--- config.mk ---
export PLATFORM = sky130hd
export DESIGN_NAME = tristate_bus_arbiter_flat
export DESIGN_NICKNAME = d
export VERILOG_FILES = /design/src/rtl/tristate_bus_arbiter_if.sv /design/src/rtl/tristate_bus_arbiter.sv /design/src/flat_wrapper.sv
export SDC_FILE = /design/constraint.sdc
export NUM_CORES = 1
export LEC_CHECK = 0
export BUFFER_PORTS_ARGS = -buffer_cell sky130_fd_sc_hd__clkbuf_2
export CAP_MARGIN = 20
export CORE_MARGIN = 4
export CORE_UTILIZATION = 56
export CTS_CLUSTER_DIAMETER = 200
export DETAILED_ROUTE_END_ITERATION = 6
export GPL_ROUTABILITY_DRIVEN = 0
export PLACE_DENSITY = 0.8
export SLEW_MARGIN = 25
export SYNTH_ARGS = -nofsm -noshare
export SYNTH_HDL_FRONTEND = slang
export SYNTH_SLANG_ARGS = --single-unit
--- constraint.sdc ---
create_clock -name clk -period 2.15 [get_ports clk]
set_input_delay 0.43 -clock clk [delete_from_list [all_inputs] [get_ports clk]]
set_output_delay 0.43 -clock clk [all_outputs]
set_load 0.05 [all_outputs]
--- src/rtl/tristate_bus_arbiter_if.sv ---
// Bundle of bus-sharing signals between the tri-state arbiter (master) and its requesters (slave).
interface tristate_bus_arbiter_if #(
    parameter int N_REQ = 4
);
    localparam int IDX_W = $clog2(N_REQ);

    logic [N_REQ-1:0] req;
    logic [N_REQ-1:0] gnt;
    logic [IDX_W-1:0] owner;
    logic             busy;
    logic             tmo;

    modport master (
        input  req,
        output gnt,
        output owner,
        output busy,
        output tmo
    );

    modport slave (
        output req,
        input  gnt,
        input  owner,
        input  busy,
        input  tmo
    );
endinterface

--- src/rtl/tristate_bus_arbiter.sv ---
// Round-robin arbiter with hold timeout driving one-hot tri-state enables.
// Define TRISTATE_BUS_TURNAROUND_EN to insert one all-disabled cycle on every owner change.
module tristate_bus_arbiter #(
    parameter int N_REQ    = 4,
    parameter int MAX_HOLD = 8
) (
    input  logic                         clk,
    input  logic                         rst,
    tristate_bus_arbiter_if.master       bus
);
    localparam int IDX_W = $clog2(N_REQ);

    typedef enum logic [1:0] {
        S_IDLE  = 2'd0,
        S_GRANT = 2'd1
`ifdef TRISTATE_BUS_TURNAROUND_EN
        ,
        S_TURN  = 2'd2
`endif
    } state_t;

    state_t           state_reg, state_next;
    logic [N_REQ-1:0] gnt_reg, gnt_next;
    logic [IDX_W-1:0] owner_reg, owner_next;
    logic [IDX_W-1:0] ptr_reg, ptr_next;
    logic [7:0]       cnt_reg, cnt_next;
    logic             tmo_reg, tmo_next;

    logic [N_REQ-1:0] req_w;
    logic [IDX_W-1:0] owner_inc;
    logic             release_evt;
    logic             timeout_evt;
    logic [IDX_W-1:0] arb_start;
    logic [N_REQ-1:0] arb_mask;
    logic [N_REQ-1:0] arb_req;
    logic             arb_found;
    logic [IDX_W-1:0] arb_idx;
    logic [N_REQ-1:0] win_onehot;

    assign req_w       = bus.req;
    assign owner_inc   = (owner_reg == IDX_W'(N_REQ - 1)) ? '0 : owner_reg + 1'b1;
    assign release_evt = !req_w[owner_reg];
    assign timeout_evt = req_w[owner_reg] && (cnt_reg == 8'(MAX_HOLD));

    // While granted, the search starts past the outgoing owner and excludes it.
    always_comb begin
        arb_start = ptr_reg;
        arb_mask  = '0;
        if (state_reg == S_GRANT) begin
            arb_start = owner_inc;
            arb_mask  = '0;
            arb_mask[owner_reg] = 1'b1;
        end
    end

    assign arb_req = req_w & ~arb_mask;

    // Walk offsets from high to low so the smallest offset from arb_start wins.
    always_comb begin
        int               pos;
        logic [IDX_W-1:0] pos_idx;
        arb_found = 1'b0;
        arb_idx   = '0;
        pos       = 0;
        pos_idx   = '0;
        for (int k = N_REQ - 1; k >= 0; k--) begin
            pos = int'(arb_start) + k;
            if (pos >= N_REQ) begin
                pos = pos - N_REQ;
            end
            pos_idx = pos[IDX_W-1:0];
            if (arb_req[pos_idx]) begin
                arb_found = 1'b1;
                arb_idx   = pos_idx;
            end
        end
    end

    generate
        for (genvar gi = 0; gi < N_REQ; gi++) begin : g_onehot
            assign win_onehot[gi] = arb_found && (arb_idx == IDX_W'(gi));
        end
    endgenerate

    always_comb begin
        state_next = state_reg;
        gnt_next   = gnt_reg;
        owner_next = owner_reg;
        ptr_next   = ptr_reg;
        cnt_next   = cnt_reg;
        tmo_next   = 1'b0;

        case (state_reg)
            S_IDLE: begin
                if (arb_found) begin
                    gnt_next   = win_onehot;
                    owner_next = arb_idx;
                    cnt_next   = 8'd1;
                    state_next = S_GRANT;
                end
            end

            S_GRANT: begin
                if (release_evt || timeout_evt) begin
                    ptr_next = owner_inc;
                    // A simultaneous release suppresses the timeout pulse.
                    tmo_next = !release_evt;
`ifdef TRISTATE_BUS_TURNAROUND_EN
                    gnt_next   = '0;
                    cnt_next   = 8'd0;
                    state_next = S_TURN;
`else
                    if (arb_found) begin
                        gnt_next   = win_onehot;
                        owner_next = arb_idx;
                        cnt_next   = 8'd1;
                    end else begin
                        gnt_next   = '0;
                        cnt_next   = 8'd0;
                        state_next = S_IDLE;
                    end
`endif
                end else begin
                    cnt_next = cnt_reg + 8'd1;
                end
            end

`ifdef TRISTATE_BUS_TURNAROUND_EN
            S_TURN: begin
                gnt_next = '0;
                if (arb_found) begin
                    gnt_next   = win_onehot;
                    owner_next = arb_idx;
                    cnt_next   = 8'd1;
                    state_next = S_GRANT;
                end else begin
                    state_next = S_IDLE;
                end
            end
`endif

            default: begin
                gnt_next   = '0;
                cnt_next   = 8'd0;
                state_next = S_IDLE;
            end
        endcase
    end

    always_ff @(posedge clk or posedge rst) begin
        if (rst) begin
            state_reg <= S_IDLE;
            gnt_reg   <= '0;
            owner_reg <= '0;
            ptr_reg   <= '0;
            cnt_reg   <= 8'd0;
            tmo_reg   <= 1'b0;
        end else begin
            state_reg <= state_next;
            gnt_reg   <= gnt_next;
            owner_reg <= owner_next;
            ptr_reg   <= ptr_next;
            cnt_reg   <= cnt_next;
            tmo_reg   <= tmo_next;
        end
    end

    assign bus.gnt   = gnt_reg;
    assign bus.owner = owner_reg;
    assign bus.busy  = |gnt_reg;
    assign bus.tmo   = tmo_reg;
endmodule

--- src/flat_wrapper.sv ---
// flat-port wrapper written by rule: the top's interface ports become plain ports
module tristate_bus_arbiter_flat 
#(
    parameter int N_REQ    = 4,
    parameter int MAX_HOLD = 8
)
  (clk, rst, bus_req, bus_gnt, bus_owner, bus_busy, bus_tmo);
  tristate_bus_arbiter_if #(.N_REQ(N_REQ)) bus_i ();
  input  logic clk;
  input  logic rst;
  input wire logic [$bits(bus_i.req)-1:0] bus_req;
  output wire logic [$bits(bus_i.gnt)-1:0] bus_gnt;
  output wire logic [$bits(bus_i.owner)-1:0] bus_owner;
  output wire logic [$bits(bus_i.busy)-1:0] bus_busy;
  output wire logic [$bits(bus_i.tmo)-1:0] bus_tmo;
  assign bus_i.req = bus_req;
  assign bus_gnt = bus_i.gnt;
  assign bus_owner = bus_i.owner;
  assign bus_busy = bus_i.busy;
  assign bus_tmo = bus_i.tmo;
  tristate_bus_arbiter #(.N_REQ(N_REQ), .MAX_HOLD(MAX_HOLD)) u_core (.clk(clk), .rst(rst), .bus(bus_i));
endmodule
==> key figures, run 1 <==
Power and ir drop
  – Net Switching: 917 uW
  – Comb pwr share: 60.2%
  – Static leakage: 0.666 nW
  – Sequential Power Share: 28.6%
  – Int Power: 984 uW
  – Power density cells: 1460 nW/um2
  – Worst ir drop on vdd: 0.00142 V
  – Sw Ratio: 48.2%
  – Total Power: 1.90 mW
  – Clock Power Share: 11.2%

Run status
  – Status: complete, no violations

Timing
  – Fmax: 485 MHz
  – Final Hold Vio Count: 0
  – Worst-Margin Slew: 0.677 ns
  – Relative slew slack: 54.8%
  – Slew Viols, Final: 0
  – Min Tclk post-route: 2.06 ns
  – Worst Skew: 0.0127 ns
  – Final setup fails: 0
  – Fin crit share: 95.8%

Floorplan
  – Die footprint: 2820 um2
  – IO Pins: 14
  – Num rows: 16
  – DIE WIDTH: 53.1 um
  – Core ar.: 1940 um2
  – Initial core utilization: 58.6%
  – Vert. Die Dim: 53.1 um

Detailed routing
  – Routed Antenna Nets: 0
  – Vias per inst: 5.87
  – DRC: 0
  – Routed wire length: 2.42 mm
  – DR iter-0 viols: 23
  – Vias after detailed routing: 975
  – Wire per inst: 14.6 um
  – Initial DRT Pass Iterations: 4

Critical path
  – Worst setup endpoint: u_core.bus.gnt[3]
  – Path depth of the worst reg2reg path: 6
  – Worst path depth: 6
  – Worst path required time: 2.38 ns
  – Crit path launch: u_core.bus.owner[1]
  – Worst flop-to-flop path endpoint: u_core.bus.gnt[3]
  – Crit end category: register
  – Reg-to-Reg Start: u_core.bus.owner[1]
  – Worst Path Arrival: 2.29 ns
  – Delay-heaviest family, CP: flip-flops
  – CP bufs+invs: 1
  – Worst setup SP type: register
  – Max incr delay on CP: 0.46 ns
  – Cell Chain, Critical Path: inv_1 -> ha_1 -> mux2_2 -> a311o_1 -> or3_1 -> o2bb2ai_1
  – Critical Path Slowest Stage Cell: dfrtp_2
  – Reg2reg setup slack: 0.09 ns
  – WS Path Type: reg -> reg
  – Worst Path Max Fanout: 5

Global route
  – First-pass GRT wire length: 3.99 mm
  – GRT Total Usage: 19.5%
  – Vias in the first global route: 875
  – Largest net degree at the start of global routing: 19
  – Grt ovf: 0
  – Initial antenna violation count: 0

Min path
  – Hold crit path type: in -> async

Place
  – DP HPWL: 1.75 mm
  – Placed Area: 1230 um2
  – Port bufs: 13

Yosys
  – Top cell type's share of synthesized area: 39.6%
  – Post-synth top area cell: dfrtp_1
  – Sequential area share after synthesis: 39.6%
  – Seq cells post-synth: 18
  – Top cells by area, synth: dfrtp_1, ha_1, o21ai_0
  – Syn Area/Cell: 9.49 um2
  – Netlist cell types: 36
  – Cell Area, Synth: 1140 um2
  – Post-Syn Nets: 132
  – Syn Inst Count: 120
  – Syn. warnings: 0

Run
  – Max Cap Viol: 0

Cells and area
  – P&R area growth vs syn: 14.0%
  – Layout cells sized above 1: 21.6%
  – Largest register FFs: 8
  – Final #Nets: 152
  – Filler cells: 144
  – Final Cell Area: 1300 um2
  – Final core utilization: 66.8%
  – Final antenna diode count: 0

Clocking
  – Clock transition at the registers of the reported paths: 0.12 ns
  – Cts hold-fix bufs: 0
  – CTS H-tree lvls: 1
  – Max clock buf depth: 2
  – Worst-Skew Late Latency: 0.30 ns
  – Clock sinks: 18
  – CTS Buf Count: 3
  – CTS tree: built
  – Root buffer cell: clkbuf_4
[layer usage]
layer  up-vias  wire [um]  GRT usage [%]
met5         -          0              0
met4         0         18           6.38
met3         2         91           3.38
met2        27       1100           29.5
met1       464       1210           27.9
li1        482          -              -
[worst reg2reg max path, stage by stage (launching register included)]
cell,delay [ns]
dfrtp_2,0.46
inv_1,0.13
ha_1,0.26
mux2_2,0.32
a311o_1,0.31
or3_1,0.37
o2bb2ai_1,0.15
[power by group through the flow]
stage	combinational, mW	sequential (mW)	clock [mW]
2_1_floorplan	0.715	0.675	0
3_3_place_gp	1.05	0.552	0
3_5_place_dp	1.07	0.557	0
4_1_cts	1.08	0.551	0.218
5_1_grt	1.26	0.559	0.235
6_report	1.14	0.544	0.214
[metrics by stage]
| step | setup WS [ns] | hold WS (ns) | instances | setup TNS (ns) |
|---|---|---|---|---|
| global route | -0.0111 | 0.236 | 166 | -0.0111 |
| floorplan | 0.0285 | 0.368 | 120 | 0 |
| global placement | 0.142 | 0.489 | 159 | 0 |
| detailed placement | 0.0954 | 0.496 | 159 | 0 |
| CTS | 0.0643 | 0.224 | 163 | 0 |
| finish | 0.0894 | 0.190 | 166 | 0 |
[synth_stat cells]
library cell / count
o31ai_1: 1
a311o_1: 1
a21oi_1: 3
or3_1: 1
nor2b_1: 6
a211oi_1: 1
o21ai_1: 3
nor4_1: 2
nand2b_1: 1
or2_1: 2
o22ai_1: 5
a21bo_2: 1
or2_0: 1
nor4_2: 1
a21o_1: 3
or4_1: 2
o32ai_1: 1
nor2_1: 3
nand4bb_1: 1
ha_1: 6
a22o_1: 4
mux2_2: 2
buf_2: 2
nor3_1: 1
o21bai_1: 1
nor3b_1: 4
nand2_1: 7
and3_1: 6
o2bb2ai_1: 2
dfrtp_1: 18
o21ai_0: 11
buf_6: 1
a32o_1: 1
mux4_2: 1
a21boi_0: 3
inv_1: 11
[cells in the final DEF, fill, tap and decap left out, drive strengths merged]
master and count:
dfrtp 18, clkbuf 17, o21ai 14, inv 11, nand2 7, nor2b 6, and3 6, ha 6
o22ai 5, buf 5, a22o 4, nor3b 4, a21oi 3, nor2 3, a21o 3, or2 3
nor4 3, a21boi 3, mux2 2, o2bb2ai 2, or4 2, nand4bb 1, mux4 1, nand2b 1
a21bo 1, a311o 1, o32ai 1, or3 1, a211oi 1, a32o 1, o21bai 1, nor3 1
o31ai 1
[kinds of logic (layout without fill, tap and decap cells)]
kind of cell    count (synthesis)  count (layout)  synth area share [%]
flops                          18              18                  39.6
buf+inv                        14              33                  5.49
simple gates                   38              38                  20.2
mux                             3               3                  3.96
compound gates                 41              41                  24.2
fa+ha+maj                       6               6                  6.59
[area by class of cell]
cell class / instances / area (um2) / area share, %
Multi-Input combinational cell: 88 / 631 / 48.6
Inverter: 11 / 41.3 / 3.18
Sequential cell: 18 / 453 / 34.9
Clock buffer: 4 / 36.3 / 2.80
Timing Repair Buffer: 18 / 103 / 7.91
Tap cell: 27 / 33.8 / 2.60
[how the worst min path moves through the flow]
stage	from	end	slack (ns)	cells past startpoint
global placement	u_core.ptr_reg[1]	u_core.ptr_reg[1]	0.49	1
CTS	rst	u_core.bus.gnt[2]	0.22	2
global route	rst	u_core.bus.gnt[2]	0.24	2
finish	rst	u_core.bus.gnt[2]	0.19	2
floorplan	rst	u_core.bus.gnt[0]	0.37	1
detailed placement	u_core.ptr_reg[1]	u_core.ptr_reg[1]	0.50	1
[timing repair]
action	in CTS	in global routing
setup endpoints to repair	0	5
setup buffers	0	3
gates resized for setup	0	2
Note: power is estimated with default switching activity, not from simulation.
==> run 2, diff against run 1 <==
- CORE_UTILIZATION: 56 -> 59
- CTS_BUF_LIST: default -> sky130_fd_sc_hd__clkbuf_2 sky130_fd_sc_hd__clkbuf_4 sky130_fd_sc_hd__clkbuf_8
- PLACE_DENSITY: 0.8 -> 0.84
==> run 2 against run 1 <==
  * Wire length increased by 17%
  * Power increased by 6.1%
  * Via count increased by 10%
  * Clock skew decreased by 0.012 ns
  * Largest power group unchanged
  * Highest routed layer unchanged
==> key figures, run 2 (same netlist as run 1, synthesis figures left out) <==
Timing
  – Min Tclk post-route: 2.06 ns (+0.0000848 ns)
  – Minimum hold slack: 0.193 ns (+0.00313 ns)
  – Final Hold Vio Count: 0 (unchanged)
  – Fmax: 485 MHz (about the same)
  – Worst-Margin Slew: 0.683 ns (+0.00551 ns)
  – Relative slew slack: 54.4% (-0.37 points)
  – Fin crit share: 95.8% (about the same)
  – Worst Skew: 0.000666 ns (-0.0120 ns)
  – Final setup fails: 0 (unchanged)
  – Slew Viols, Final: 0 (unchanged)
  – Setup TNS: 0 ns (unchanged)

Run
  – Max Cap Viol: 0 (unchanged)

Floorplan
  – Die footprint: 2700 um2 (-4.3%)
  – Initial core utilization: 63.9% (+5.2 points)
  – DIE WIDTH: 51.9 um (-2.2%)
  – Core ar.: 1780 um2 (-8.2%)
  – Num rows: 15 (-1)
  – Vert. Die Dim: 51.9 um (-2.2%)
  – IO Pins: 14 (unchanged)

Detailed routing
  – Vias per inst: 6.65 (+13%)
  – DR iter-0 viols: 50 (+120%)
  – DRC: 0 (unchanged)
  – Routed Antenna Nets: 0 (unchanged)
  – Wire per inst: 17.5 um (+20%)
  – Vias after detailed routing: 1,077 (+10%)
  – Initial DRT Pass Iterations: 4 (unchanged)
  – Routed wire length: 2.84 mm (+17%)

Cells and area
  – Largest register FFs: 8 (unchanged)
  – Filler cells: 125 (-13%)
  – Layout cells sized above 1: 27.0% (+5.4 points)
  – Register area: 454 um2 (+0.28%)
  – Multi-input logic area: 672 um2 (+6.5%)
  – Final #Nets: 150 (-1.3%)
  – Most common cell after layout, fill and taps aside: dfrtp_1
  – Final antenna diode count: 0 (unchanged)
  – Commonest non-fill, non-tap cells in the layout: dfrtp_1, clkbuf_2, o21ai_0
  – P&R area growth vs syn: 16.2%

Global route
  – GRT Total Usage: 23.5% (+4.0 points)
  – First-pass GRT wire length: 4.66 mm (+17%)
  – Vias in the first global route: 1,046 (+20%)
  – Initial antenna violation count: 0 (unchanged)
  – Grt ovf: 0 (unchanged)
  – Largest net degree at the start of global routing: 19 (unchanged)

Critical path
  – Reg2reg setup slack: 0.09 ns (about the same)
  – Worst Path Arrival: 2.30 ns (about the same)
  – Worst setup SP type: register
  – Crit end category: register
  – Worst Path Max Fanout: 6 (+1)
  – WS Path Type: reg -> reg
  – Worst path required time: 2.39 ns (about the same)

Power and ir drop
  – Comb pwr share: 61.4% (+1.2 points)
  – Sequential Power Share: 27.9% (-0.7 points)
  – Total Power: 2.02 mW (+6.1%)
  – Net Switching: 1.00 mW (+9.6%)
  – Static leakage: 0.663 nW (-0.35%)
  – Clock Power Share: 10.7% (-0.5 points)
  – Int Power: 1.01 mW (+2.9%)
  – Worst ir drop on vdd: 0.00128 V (-9.8%)
  – Power density cells: 1520 nW/um2 (+4.1%)
  – Sw Ratio: 49.8% (+1.6 points)

Clocking
  – Clock sinks: 18 (unchanged)
  – Root buffer cell: clkbuf_4
  – Max clock buf depth: 2 (unchanged)
  – CTS tree: built
  – CTS H-tree lvls: 1 (unchanged)
  – CTS Buf Count: 3 (unchanged)
  – Worst-Skew Late Latency: 0.30 ns (about the same)
  – Clock transition at the registers of the reported paths: 0.11 ns (about the same)

Place
  – Port bufs: 13 (unchanged)
  – DP HPWL: 1.89 mm (+7.8%)

Run status
  – Status: complete, no violations

Min path
  – Hold crit path type: in -> async
==> run 2: cell types whose count changed in the layout (fill, tap and decap cells not counted), sizes merged <==
cell  previous run  this run
buf              5         3
==> run 2: critical path: stages, from the launching register on <==
cell and delay, ns:
dfrtp_2 0.43, inv_1 0.08, ha_1 0.32, mux2_2 0.33, a311o_1 0.32, or3_4 0.39
o2bb2ai_2 0.13
==> run 2: metal layers <==
metal	up-vias	track usage [%]	part of all wire, %
met3	25	4.01	8.2
met5	-	0	0
met1	510	28.6	37
met4	0	10.5	3.9
li1	480	-	-
met2	62	40.2	51
==> run 2: final cells by class <==
| class | instances | share of cell area, % |
|---|---|---|
| flip-flops and latches | 18 | 34.3 |
| inverters | 11 | 3.12 |
| multi-input cells | 88 | 50.8 |
| well taps | 25 | 2.37 |
| clock buffers | 4 | 2.74 |
| repair buffers | 16 | 6.62 |
==> run 2: path summary, 6_finish.rpt <==
| kind | from | end | cells after the start |
|---|---|---|---|
| worst max-delay path | u_core.bus.owner[0] | u_core.bus.gnt[3] | 6 |
| worst min-delay path | rst | u_core.bus.gnt[1] | 2 |
| worst max register to register | u_core.bus.owner[0] | u_core.bus.gnt[3] | 6 |
| worst min register to register | u_core.bus.gnt[2] | u_core.bus.gnt[2] | 1 |
| max in group asynchronous | rst | u_core.state_reg[0] | 2 |
| min in group clk | u_core.bus.gnt[2] | u_core.bus.gnt[2] | 1 |
==> run 2: power groups by stage <==
| stage | clock network [mW] | logic [mW] | registers [mW] |
|---|---|---|---|
| finish | 0.215 | 1.24 | 0.564 |
| global route | 0.232 | 1.33 | 0.579 |
| CTS | 0.216 | 1.09 | 0.562 |
| detailed placement | 0 | 1.07 | 0.568 |
| global placement | 0 | 1.03 | 0.557 |
| floorplan | 0 | 0.715 | 0.675 |
==> run 2: through the flow <==
stage	instances	cell area (um2)	utilization (%)	setup WS (ns)
6_report	162	1320	74.2	0.0893
3_5_place_dp	156	1220	68.6	0.0234
2_1_floorplan	120	1140	-	0.0285
4_1_cts	160	1260	70.7	0.0456
5_1_grt	162	1320	74.2	-0.0124
3_3_place_gp	156	1220	68.6	0.152
==> run 2: what timing repair did <==
item                       CTS  global route
buffers inserted             0             2
hold buffers                 0             0
gates resized for setup      1            11
setup endpoints to repair    3            12
pin swaps                    0             1
==> run 3, diff against run 2 <==
- CORE_ASPECT_RATIO: default -> 1.2
==> run 3 against run 2 <==
  * Via count shrank 7.9%
  * Highest routed layer unchanged
  * Setup slack gained 0.0059 ns
  * Worst hold slack gained 0.0083 ns
  * Fmax grew 0.29%
  * Combinational power shrank 9%
  * Utilization shrank 3.9 points
  * Register-to-register slack is essentially flat
  * Flip-flop and latch count is the same
  * Global-route usage shrank 3.5 points
==> key figures, run 3 (same netlist as run 1, synthesis figures left out) <==
Place
  – DP HPWL: 1.88 mm (-0.29%)
  – Placed Cells incl. Taps: 151 (-3.2%)
  – Port bufs: 13 (unchanged)

Timing
  – Relative slew slack: 55.7% (+1.3 points)
  – Setup TNS: 0 ns (unchanged)
  – Setup repair after global routing missed its margin: no
  – Min Tclk post-route: 2.05 ns (-0.00593 ns)
  – Minimum hold slack: 0.201 ns (+0.00825 ns)
  – Fin crit share: 95.6% (-0.28 points)
  – Fmax: 487 MHz (+0.29%)
  – Slew Viols, Final: 0 (unchanged)
  – Final setup fails: 0 (unchanged)
  – Worst Skew: 0.00553 ns (+0.00486 ns)
  – Final Hold Vio Count: 0 (unchanged)
  – Worst-Margin Slew: 0.663 ns (-0.0197 ns)

Run status
  – Status: complete, no violations

Clocking
  – Clock transition at the registers of the reported paths: 0.10 ns (about the same)
  – Root buffer cell: clkbuf_4
  – Worst-Skew Late Latency: 0.29 ns (about the same)
  – CTS tree: built
  – Clock sinks: 18 (unchanged)
  – CTS Buf Count: 3 (unchanged)
  – CTS H-tree lvls: 1 (unchanged)
  – Max clock buf depth: 2 (unchanged)

Critical path
  – Worst path required time: 2.38 ns (about the same)
  – Worst setup SP type: register
  – Worst Path Max Fanout: 8 (+2)
  – Max incr delay on CP: 0.44 ns (about the same)
  – Worst Path Arrival: 2.28 ns (-0.02 ns)
  – Critical Path Slowest Stage Cell: dfrtp_2
  – WS Path Type: reg -> reg
  – Crit end category: register
  – Cell Chain, Critical Path: inv_1 -> ha_1 -> mux2_2 -> a311o_1 -> or3_1 -> o2bb2ai_1

Detailed routing
  – DRC: 0 (unchanged)
  – Wire per inst: 15.9 um (-9.2%)
  – DR iter-0 viols: 26 (-48%)
  – Initial DRT Pass Iterations: 4 (unchanged)
  – Vias after detailed routing: 992 (-7.9%)
  – Routed wire length: 2.48 mm (-13%)
  – Vias per inst: 6.36 (-4.3%)
  – Routed Antenna Nets: 0 (unchanged)

Cells and area
  – Final #Nets: 151 (+0.67%)
  – Commonest non-fill, non-tap cells in the layout: dfrtp_1, clkbuf_2, o21ai_0, inv_1, nand2_1
  – Largest register FFs: 8 (unchanged)
  – Fin cells: 156 (-3.7%)
  – Most common cell after layout, fill and taps aside: dfrtp_1
  – Layout cells sized above 1: 21.9% (-5.1 points)
  – Filler cells: 162 (+30%)
  – Final core utilization: 70.2% (-3.9 points)
  – Final antenna diode count: 0 (unchanged)
  – P&R area growth vs syn: 12.9%

Global route
  – Grt ovf: 0 (unchanged)
  – GRT Total Usage: 19.9% (-3.5 points)
  – Vias in the first global route: 924 (-12%)
  – Largest net degree at the start of global routing: 19 (unchanged)
  – First-pass GRT wire length: 3.88 mm (-17%)
  – Initial antenna violation count: 0 (unchanged)

Power and ir drop
  – Worst ir drop on vdd: 0.000777 V (-39%)
  – Total Power: 1.86 mW (-7.8%)
  – Static leakage: 0.655 nW (-1.2%)
  – Power density cells: 1450 nW/um2 (-5.1%)

Floorplan
  – Num rows: 17 (+2)
  – DIE WIDTH: 48.1 um (-7.4%)
  – IO Pins: 14 (unchanged)
  – Core ar.: 1830 um2 (+2.6%)
  – Vert. Die Dim: 56.1 um (+8.1%)
  – Die footprint: 2700 um2 (about the same)
  – Initial core utilization: 62.2% (-1.6 points)

Run
  – Max Cap Viol: 0 (unchanged)

Min path
  – Hold crit path type: in -> async
-- run 3: worst paths after layout --
check	to	startpoint	depth (start not counted)	slack (ns)
setup / recovery	u_core.bus.gnt[3]	u_core.bus.owner[0]	6	0.1
hold / removal	u_core.cnt_reg[5]	rst	2	0.20
setup reg to reg	u_core.bus.gnt[3]	u_core.bus.owner[0]	6	0.1
hold reg to reg	u_core.bus.gnt[3]	u_core.bus.gnt[3]	1	0.52
max in group asynchronous	u_core.bus.owner[1]	rst	2	1.48
min in group clk	u_core.bus.gnt[3]	u_core.bus.gnt[3]	1	0.52
-- run 3: report_power, final --
part           internal [mW]  total (mW)  switching, mW  leakage [nW]
Sequential             0.444       0.558          0.114         0.229
Combinational          0.429        1.13          0.704         0.412
Clock                 0.0652       0.167          0.102        0.0138
-- run 3: what timing repair did --
action / 4_1_cts / 5_1_grt
gates resized for setup: 0 / 5
endpoints found under the setup margin: 0 / 6
setup buffers: 0 / 2
hold buffers: 0 / 0
-- run 3: cell type report --
type / count / area (um2) / area share, %
tap: 19 / 23.8 / 1.85
timing repair buffer: 17 / 95.1 / 7.40
clock buffer: 3 / 22.5 / 1.75
sequential: 18 / 453 / 35.2
inverter: 11 / 41.3 / 3.21
multi-input combinational: 88 / 649 / 50.5
-- run 3: stage by stage --
| step | cell area [um2] | worst slack, ns |
|---|---|---|
| finish | 1280 | 0.0952 |
| detailed placement | 1220 | 0.0399 |
| CTS | 1250 | 0.0167 |
| floorplan | 1140 | 0.0285 |
| global placement | 1220 | 0.135 |
| global route | 1280 | 0.0169 |
-- run 3: worst max-delay path: cells and delay by family, from the launching register on --
kind,cells,cell delay (ns)
buf+inv,1,0.08
simple gates,1,0.38
mux,1,0.32
compound gates,2,0.46
flops,1,0.44
fa+ha+maj,1,0.30
-- run 3: routing by layer --
metal	up-vias	track usage, %	wire [um]
met5	-	0	0
met4	0	8.46	65
met3	8	3.88	85
met2	24	33.1	1250
met1	476	23.6	1080
li1	484	-	-
